## src/rtl/quad_decoder.sv

```systemverilog
// quad_decoder: synchronised, deglitched quadrature decoder producing step/direction pulses with illegal-transition tracking
module quad_decoder #(
  parameter int SYNC_STAGES   = 2,
  parameter int FILTER_CYCLES = 4,
  parameter int ERR_W         = 8
) (
  input  logic             clk,
  input  logic             rst,
  input  logic             a_in,
  input  logic             b_in,
  input  logic             dec_en,
  input  logic             err_clr,
  output logic             en,
  output logic             up,
  output logic             err,
  output logic             err_flag,
  output logic [ERR_W-1:0] err_cnt
);
  localparam int FW = $clog2(FILTER_CYCLES + 1);
  localparam int IW = $clog2(SYNC_STAGES + FILTER_CYCLES + 1);
  typedef enum logic {INIT, TRACK} state_t;
  state_t                 state_q;
  logic [SYNC_STAGES-1:0] a_sync_q, b_sync_q;
  logic [1:0]             synced, filt_q, filt_d, prev_q, diff;
  logic [1:0][FW-1:0]     cnt_q, cnt_d;
  logic [IW-1:0]          init_cnt_q;
  logic                   track, step, illegal, fwd;
  assign synced  = {a_sync_q[SYNC_STAGES-1], b_sync_q[SYNC_STAGES-1]};
  assign diff    = filt_q ^ prev_q;
  assign step    = ^diff;
  assign illegal = &diff;
  // A leads B exactly when the old B differs from the new A
  assign fwd     = prev_q[0] ^ filt_q[1];
  assign track   = (state_q == TRACK) && dec_en;
  always_comb begin
    filt_d = filt_q;
    cnt_d  = cnt_q;
    for (int c = 0; c < 2; c++) begin
      filt_d[c] = (synced[c] != filt_q[c] && cnt_q[c] == FW'(FILTER_CYCLES - 1)) ? synced[c] : filt_q[c];
      cnt_d[c]  = (synced[c] == filt_q[c] || filt_d[c] != filt_q[c]) ? '0 : cnt_q[c] + FW'(1);
    end
  end
  always_ff @(posedge clk) begin
    if (rst) begin
      state_q    <= INIT;
      a_sync_q   <= '0;
      b_sync_q   <= '0;
      filt_q     <= '0;
      prev_q     <= '0;
      cnt_q      <= '0;
      init_cnt_q <= '0;
      en         <= 1'b0;
      up         <= 1'b0;
      err        <= 1'b0;
      err_flag   <= 1'b0;
      err_cnt    <= '0;
    end else begin
      a_sync_q <= {a_sync_q[SYNC_STAGES-2:0], a_in};
      b_sync_q <= {b_sync_q[SYNC_STAGES-2:0], b_in};
      en       <= track && step;
      err      <= track && illegal;
      if (track && step) up <= fwd;
      err_cnt  <= err_clr ? '0 : (track && illegal && !(&err_cnt)) ? err_cnt + ERR_W'(1) : err_cnt;
      err_flag <= err_clr ? 1'b0 : err_flag | (track && illegal);
      if (state_q == INIT) begin
        filt_q     <= synced;
        prev_q     <= synced;
        cnt_q      <= '0;
        init_cnt_q <= init_cnt_q + IW'(1);
        if (init_cnt_q == IW'(SYNC_STAGES + FILTER_CYCLES - 1)) state_q <= TRACK;
      end else begin
        filt_q <= filt_d;
        prev_q <= filt_q;
        cnt_q  <= cnt_d;
      end
    end
  end
endmodule

```

## config.mk

```make
export PLATFORM = sky130hd
export DESIGN_NAME = quad_decoder
export DESIGN_NICKNAME = d
export VERILOG_FILES = /design/src/rtl/quad_decoder.sv
export SDC_FILE = /design/constraint.sdc
export NUM_CORES = 1
export LEC_CHECK = 0
export ABC_AREA = 1
export CORE_UTILIZATION = 52
export DETAILED_ROUTE_END_ITERATION = 7
export PLACE_DENSITY = 0.74
export SLEW_MARGIN = 10
export SYNTH_ARGS = -nofsm -noshare
export SYNTH_HDL_FRONTEND = slang
export SYNTH_SLANG_ARGS = --single-unit
```

## constraint.sdc

```tcl
create_clock -name clk -period 1.8 [get_ports clk]
set_input_delay 0.36 -clock clk [delete_from_list [all_inputs] [get_ports clk]]
set_output_delay 0.36 -clock clk [all_outputs]
set_load 0.01 [all_outputs]
```

==> metrics.csv, run 1 <==
stage,metric,value,unit
timing,Clock Skew,0.00976,ns
placement,GP Congestion,0.810,
critical_path,"Largest stage delay, worst path",0.57,ns
timing,setup TNS,0,ns
global_route,grt met1 use,19.0,%
global_route,GRT met3 Usage,7.89,%
global_route,first-pass GRT wire length,3900,um
clock_tree,CTS tree,built,
clock_tree,TritonCTS sink count,30,
placement,placed insts,199,
drt,vias per cell,5.07,
power,Worst VDD drop,722,uV
global_route,initial antenna violation count,0,
critical_path,FF-to-FF setup slack,0.27,ns
min_path,Hold Startpoint,a_sync_q[0]$_SDFF_PP0_,
floorplanning,Die Span Y,51.9,um
global_route,vias in the first global route,1001,
timing,Worst Tran Pin Value,0.322,ns
drt,DR iter-0 viols,21,
drt,DRC,0,
drt,post-route antenna net violation count,0,
timing,Peak Freq,587,MHz
synthesis,Mapped Nets,170,
critical_path,CP cell instances,clkdlybuf4s50_1,
drt,vias,1049,
timing,ratio of final minimum period to clock period,94.7,%
critical_path,required time of the critical path,1.44,ns
placement,IO Port Bufs,17,
min_path,hold path depth,2,
clock_tree,Num CTS Buffers,5,
power,Pleak,0.000636,uW
clock_tree,number of setup buffers added after CTS,0,
floorplanning,Die Wd,51.9,um
finish,fill cell count,196,
finish,Antenna diodes,0,
critical_path,arrival time worst endpoint,1.34,ns
timing,Final Max Tran Viols,0,
synthesis,Ys Warns,0,
critical_path,crit-path leading delay family,buffers and inverters,
critical_path,CP Launch Type,flip-flop,
floorplanning,Starting Density,56.8,%
timing,count of final setup violators,0,
global_route,GR Util All Layers,20.4,%
status,outcome,finished clean,
timing,final worst slack,0.0960,ns
floorplanning,Core ar.,2280,um^2
min_path,Hold Crit Class,reg -> reg,
placement,post-place setup slack,0.239,ns
clock_tree,clock input transition at the sequential cells of the worst setup and hold paths,0.09,ns
finish,layout cells sized above 1,11.7,%
power,total power,1180,uW
synthesis,#FFs+latches synth,30,
clock_tree,H-tree depth,2,
synthesis,post-synthesis sequential area ratio,46.4,%
power,pwr dens,759,nW/um^2
flow_run,max cap viols,0,
synthesis,Netlist cell types,24,
synthesis,Mean Syn Cell Area,8.29,um^2
global_route,largest net degree at the start of global routing,12,
critical_path,CP bufs+invs,1,
finish,nets@finish,192,
critical_path,Worst Reg-to-Reg Cells,7,
global_route,global route hottest layer,met2,
drt,Initial DRT Pass Iterations,4,
clock_tree,root buffer cell,clkbuf_4,
synthesis,mapped cell area,1290,um^2
floorplanning,io pins,18,
synthesis,Gate Count Post-Synth,156,
critical_path,worst r2r dst,err_cnt[7]$_SDFFE_PP0P_,
placement,Post-DP HPWL,1720,um
clock_tree,clk_lat worst skew,0.33,ns
global_route,total grt overflow,0,
global_route,met2 Track Usage GR,38.0,%
timing,fin crit period,1.70,ns
drt,Post-Route WL,2280,um
timing,Slew HR,78.5,%
critical_path,worst r2r src,filt_q[1]$_SDFF_PP0_,
min_path,Hold Path Sink,a_sync_q[1]$_SDFF_PP0_,
clock_tree,CTS-repair resized insts,0,
floorplanning,Site Rows,17,
floorplanning,Die ar.,2690,um^2
timing,final hold vios,0,
critical_path,crit-path max FO,6,
drt,detailed-route wire length per cell,11.0,um
timing,Hold WS,0.412,ns
finish,Layout Cells excl Fill,207,
timing,unrepaired setup endpoints after global routing,false,
finish,Synth-to-Final Area Change,19.7,%
critical_path,nature of the critical path endpoint,output port,
critical_path,"Slowest-stage cell, CP",clkdlybuf4s50_1,
clock_tree,CTS Buffer Depth,2,
critical_path,Setup CP Type,reg -> out,
clock_tree,cts hold-fix bufs,0,
-- cell families (layout without fill, tap and decap cells) --
logic type | Yosys count | after routing | synth area share (%)
XOR/XNOR | 6 | 6 | 4.06
flip-flops | 30 | 30 | 46.4
buffers and inverters | 24 | 47 | 7.74
AO/OA/AOI/OAI | 21 | 21 | 8.61
adder cells (fa/ha/maj) | 8 | 8 | 7.74
AND/OR/NAND/NOR | 67 | 67 | 25.4
-- per-stage QoR --
step,cell area (um^2),util (%)
3_5_place_dp,1490,65.4
2_1_floorplan,1290,-
4_1_cts,1550,68.1
5_1_grt,1550,68.1
6_report,1550,68.1
3_3_place_gp,1490,65.4
-- synth_stat cells, drive strengths merged --
| master | number | area share, % |
|---|---|---|
| a21oi | 12 | 4.9 |
| xor2 | 6 | 4.1 |
| dfxtp | 30 | 46 |
| clkbuf | 1 | 0.29 |
| nand3 | 12 | 5.0 |
| o21a | 1 | 0.58 |
| nor2 | 29 | 11 |
| o21ai | 8 | 3.1 |
| and3 | 1 | 0.48 |
| nor3 | 1 | 0.39 |
| ha | 8 | 7.7 |
| inv | 20 | 5.8 |
| nand2 | 19 | 5.9 |
| buf | 3 | 1.6 |
| nand4 | 5 | 2.4 |
-- routing by layer --
| layer | vias up | share of wire, % | wire (um) |
|---|---|---|---|
| met5 | - | 0 | 0 |
| met4 | 0 | 1.5 | 34 |
| met3 | 5 | 4.3 | 98 |
| met2 | 24 | 54 | 1240 |
| met1 | 472 | 40 | 908 |
| li1 | 548 | - | - |
-- registers in the layout, summed over array words and instances (netlist names), 2 cells and up --
name        count
init_cnt_q      3
b_sync_q        2
filt_q          2
a_sync_q        2
prev_q          2
err_cnt         8
cnt_q           6
-- worst max-delay path by stage --
| stage | to | slack [ns] | cells after the start | startpoint |
|---|---|---|---|---|
| CTS | err_cnt[3] | 0.07 | 1 | err_cnt[3]$_SDFFE_PP0P_ |
| floorplan | err_cnt[7]$_SDFFE_PP0P_ | 0.45 | 8 | filt_q[1]$_SDFF_PP0_ |
| global route | err_cnt[3] | 0.02 | 1 | err_cnt[3]$_SDFFE_PP0P_ |
| global placement | err_cnt[7]$_SDFFE_PP0P_ | 0.27 | 6 | dec_en |
| finish | err_cnt[3] | 0.1 | 1 | err_cnt[3]$_SDFFE_PP0P_ |
| detailed placement | err_cnt[7]$_SDFFE_PP0P_ | 0.24 | 6 | dec_en |
-- worst min-delay path, cell delays in order (launching register included) --
cell	delay, ns
dfxtp_1	0.31
inv_1	0.04
nor2_1	0.03
-- power by group --
part,leakage (uW),internal (uW),switching [uW]
clock,0.0000353,189,225
combinational,0.000357,33.0,34.7
sequential,0.000243,680,13.6
total,0.000636,902,274
-- final cells by class --
cell class / instances / area, um^2 / share of cell area [%]
Clock buffer: 7 / 55.1 / 3.55
Clock inverter: 1 / 5.00 / 0.323
Inverter: 20 / 75.1 / 4.85
Multi-Input combinational cell: 102 / 593 / 38.3
Sequential cell: 30 / 601 / 38.8
Tap cell: 28 / 35.0 / 2.26
Timing Repair Buffer: 19 / 185 / 12.0
-- placed cells by master, fill, tap and decap left out, drive strengths merged, types with 2 or more instances in the layout --
cell           synthesis  final
dfxtp                 30     30
nor2                  29     29
inv                   20     20
nand2                 19     19
clkdlybuf4s50          0     17
nand3                 12     12
a21oi                 12     12
ha                     8      8
o21ai                  8      8
clkbuf                 1      7
xor2                   6      6
nand4                  5      5
buf                    3      2
Power figures use the tool's default switching activity.
==> run 2, diff against run 1 <==
--- a/config.mk
+++ b/config.mk
@@ -6,9 +6,10 @@
 export NUM_CORES = 1
 export LEC_CHECK = 0
 export ABC_AREA = 1
-export CORE_UTILIZATION = 52
+export CAP_MARGIN = 20
+export CORE_UTILIZATION = 47
 export DETAILED_ROUTE_END_ITERATION = 7
-export PLACE_DENSITY = 0.74
+export PLACE_DENSITY = 0.71
 export SLEW_MARGIN = 10
 export SYNTH_ARGS = -nofsm -noshare
 export SYNTH_HDL_FRONTEND = slang
==> constraint.sdc (replaced) <==
create_clock -name clk -period 1.4 [get_ports clk]
set_input_delay 0.28 -clock clk [delete_from_list [all_inputs] [get_ports clk]]
set_output_delay 0.28 -clock clk [all_outputs]
set_load 0.01 [all_outputs]
==> metrics.csv, run 2 (synthesized netlist as in run 1, its figures left out) <==
stage,metric,value,unit
timing,count of final setup violators,0,
floorplanning,Die Wd,54.5,um
timing,Worst Tran Pin Value,0.239,ns
power,Pleak,0.000712,uW
critical_path,CP Launch Type,flip-flop,
clock_tree,clock input transition at the sequential cells of the worst setup and hold paths,0.09,ns
placement,IO Port Bufs,17,
finish,"commonest non-fill, non-tap cell in the layout",nor2_1,
global_route,total grt overflow,0,
timing,Peak Freq,764,MHz
critical_path,Setup CP Type,reg -> reg,
critical_path,worst setup path start,prev_q[0]$_SDFF_PP0_,
critical_path,Worst Reg-to-Reg Cells,7,
clock_tree,root buffer cell,clkbuf_4,
floorplanning,Starting Density,50.8,%
clock_tree,clk_lat worst skew,0.32,ns
finish,post-route cell area,1600,um^2
critical_path,worst r2r src,prev_q[0]$_SDFF_PP0_,
timing,Slew HR,84.0,%
placement,Post-DP HPWL,1690,um
timing,Clock Skew,0.00623,ns
floorplanning,Die Span Y,54.5,um
placement,Area after DPL,1520,um^2
critical_path,Worst Setup EP,err_cnt[7]$_SDFFE_PP0P_,
floorplanning,Site Rows,18,
drt,detailed-route wire length per cell,10.5,um
clock_tree,number of setup buffers added after CTS,0,
min_path,hold path depth,2,
timing,Final Max Tran Viols,0,
power,pwr dens,932,nW/um^2
critical_path,FF-to-FF setup slack,0.09,ns
global_route,vias in the first global route,968,
flow_run,max cap viols,0,
floorplanning,io pins,18,
finish,Largest regs,"err_cnt x8, cnt_q x6, init_cnt_q x3",
clock_tree,cts hold-fix bufs,0,
finish,Synth-to-Final Area Change,23.3,%
placement,GP Congestion,0.797,
drt,Initial DRT Pass Iterations,4,
drt,DR iter-0 viols,14,
timing,final hold vios,0,
drt,vias per cell,4.97,
clock_tree,Num CTS Buffers,5,
timing,fin crit period,1.31,ns
finish,Antenna diodes,0,
critical_path,crit-path max FO,6,
finish,max FFs per register,8,
drt,Post-Route WL,2220,um
global_route,initial antenna violation count,0,
clock_tree,CTS Buffer Depth,2,
clock_tree,TritonCTS sink count,30,
finish,Top reg by flops,err_cnt,
placement,post-place setup slack,-0.0676,ns
global_route,first-pass GRT wire length,3770,um
global_route,GR Util All Layers,18.9,%
floorplanning,Die ar.,2970,um^2
timing,Hold WS,0.411,ns
floorplanning,Core ar.,2540,um^2
timing,ratio of final minimum period to clock period,93.5,%
timing,final worst slack,0.0915,ns
power,Worst VDD drop,713,uV
min_path,Hold Crit Class,reg -> reg,
drt,post-route antenna net violation count,0,
drt,vias,1048,
drt,DRC,0,
finish,most frequent cells in the layout,"24 x nor2_1, 20 x dfxtp_1, 17 x inv_1, 17 x nand2_1, 12 x dlygate4sd2_1",
clock_tree,CTS tree,built,
critical_path,nature of the critical path endpoint,flip-flop,
clock_tree,H-tree depth,2,
critical_path,arrival time worst endpoint,1.53,ns
status,outcome,finished clean,
finish,nets@finish,196,
critical_path,required time of the critical path,1.63,ns
critical_path,worst r2r dst,err_cnt[7]$_SDFFE_PP0P_,
global_route,largest net degree at the start of global routing,12,
finish,layout cells sized above 1,20.4,%
-- run 2: final cells by class --
class / count / area [um^2]
clock buffer: 6 / 51.3
fill: 239 / 950
inverter: 20 / 75.1
multi-input combinational: 102 / 618
sequential: 30 / 613
tap: 30 / 37.5
timing repair buffer: 23 / 200
-- run 2: worst min path at each step --
| stage | startpoint | endpoint | slack [ns] |
|---|---|---|---|
| after detailed placement | a_sync_q[0]$_SDFF_PP0_ | a_sync_q[1]$_SDFF_PP0_ | 0.41 |
| after global placement | a_sync_q[0]$_SDFF_PP0_ | a_sync_q[1]$_SDFF_PP0_ | 0.39 |
| after floorplan | a_in | a_sync_q[0]$_SDFF_PP0_ | 0.39 |
| after CTS | a_sync_q[0]$_SDFF_PP0_ | a_sync_q[1]$_SDFF_PP0_ | 0.42 |
| after global routing | b_sync_q[0]$_SDFF_PP0_ | b_sync_q[1]$_SDFF_PP0_ | 0.43 |
| final | b_sync_q[0]$_SDFF_PP0_ | b_sync_q[1]$_SDFF_PP0_ | 0.41 |
-- run 2: repair_timing --
item,in CTS,in global routing
endpoints found under the setup margin,12,8
resized for setup,19,7
pin swaps,0,4
-- run 2: per-layer routing --
layer  routed length, um  part of all wire, %  vias to the layer above  global-route usage (%)
met5                   0                    0                        -                       0
met4                  23                  1.0                        0                    8.97
met3                 119                  5.4                        4                    8.33
met2                1190                   54                       22                    35.4
met1                 888                   40                      473                    17.1
li1                    -                    -                      549                       -
-- run 2: per-stage QoR --
step                utilization [%]  instances  power [uW]  TNS [ns]
finish                         62.7        211        1490         0
CTS                            61.6        211        1500         0
detailed placement             59.8        205        1000    -0.167
floorplan                         -        156         962         0
global placement               59.8        205         997   -0.0717
global route                   62.7        211        1550  -0.00812
-- run 2: critical path: stages, from the launching register on --
cell and delay [ns]:
dfxtp_2 0.37, xor2_2 0.14, ha_2 0.21, nand3_4 0.10, nor2_4 0.15, nand2_1 0.07, o21ai_1 0.13, nor2_1 0.05
-- run 2: report_power, final --
group / total (uW) / switching (uW) / internal, uW
logic: 95.5 / 48.6 / 46.9
registers: 890 / 15.7 / 875
clock network: 501 / 275 / 226
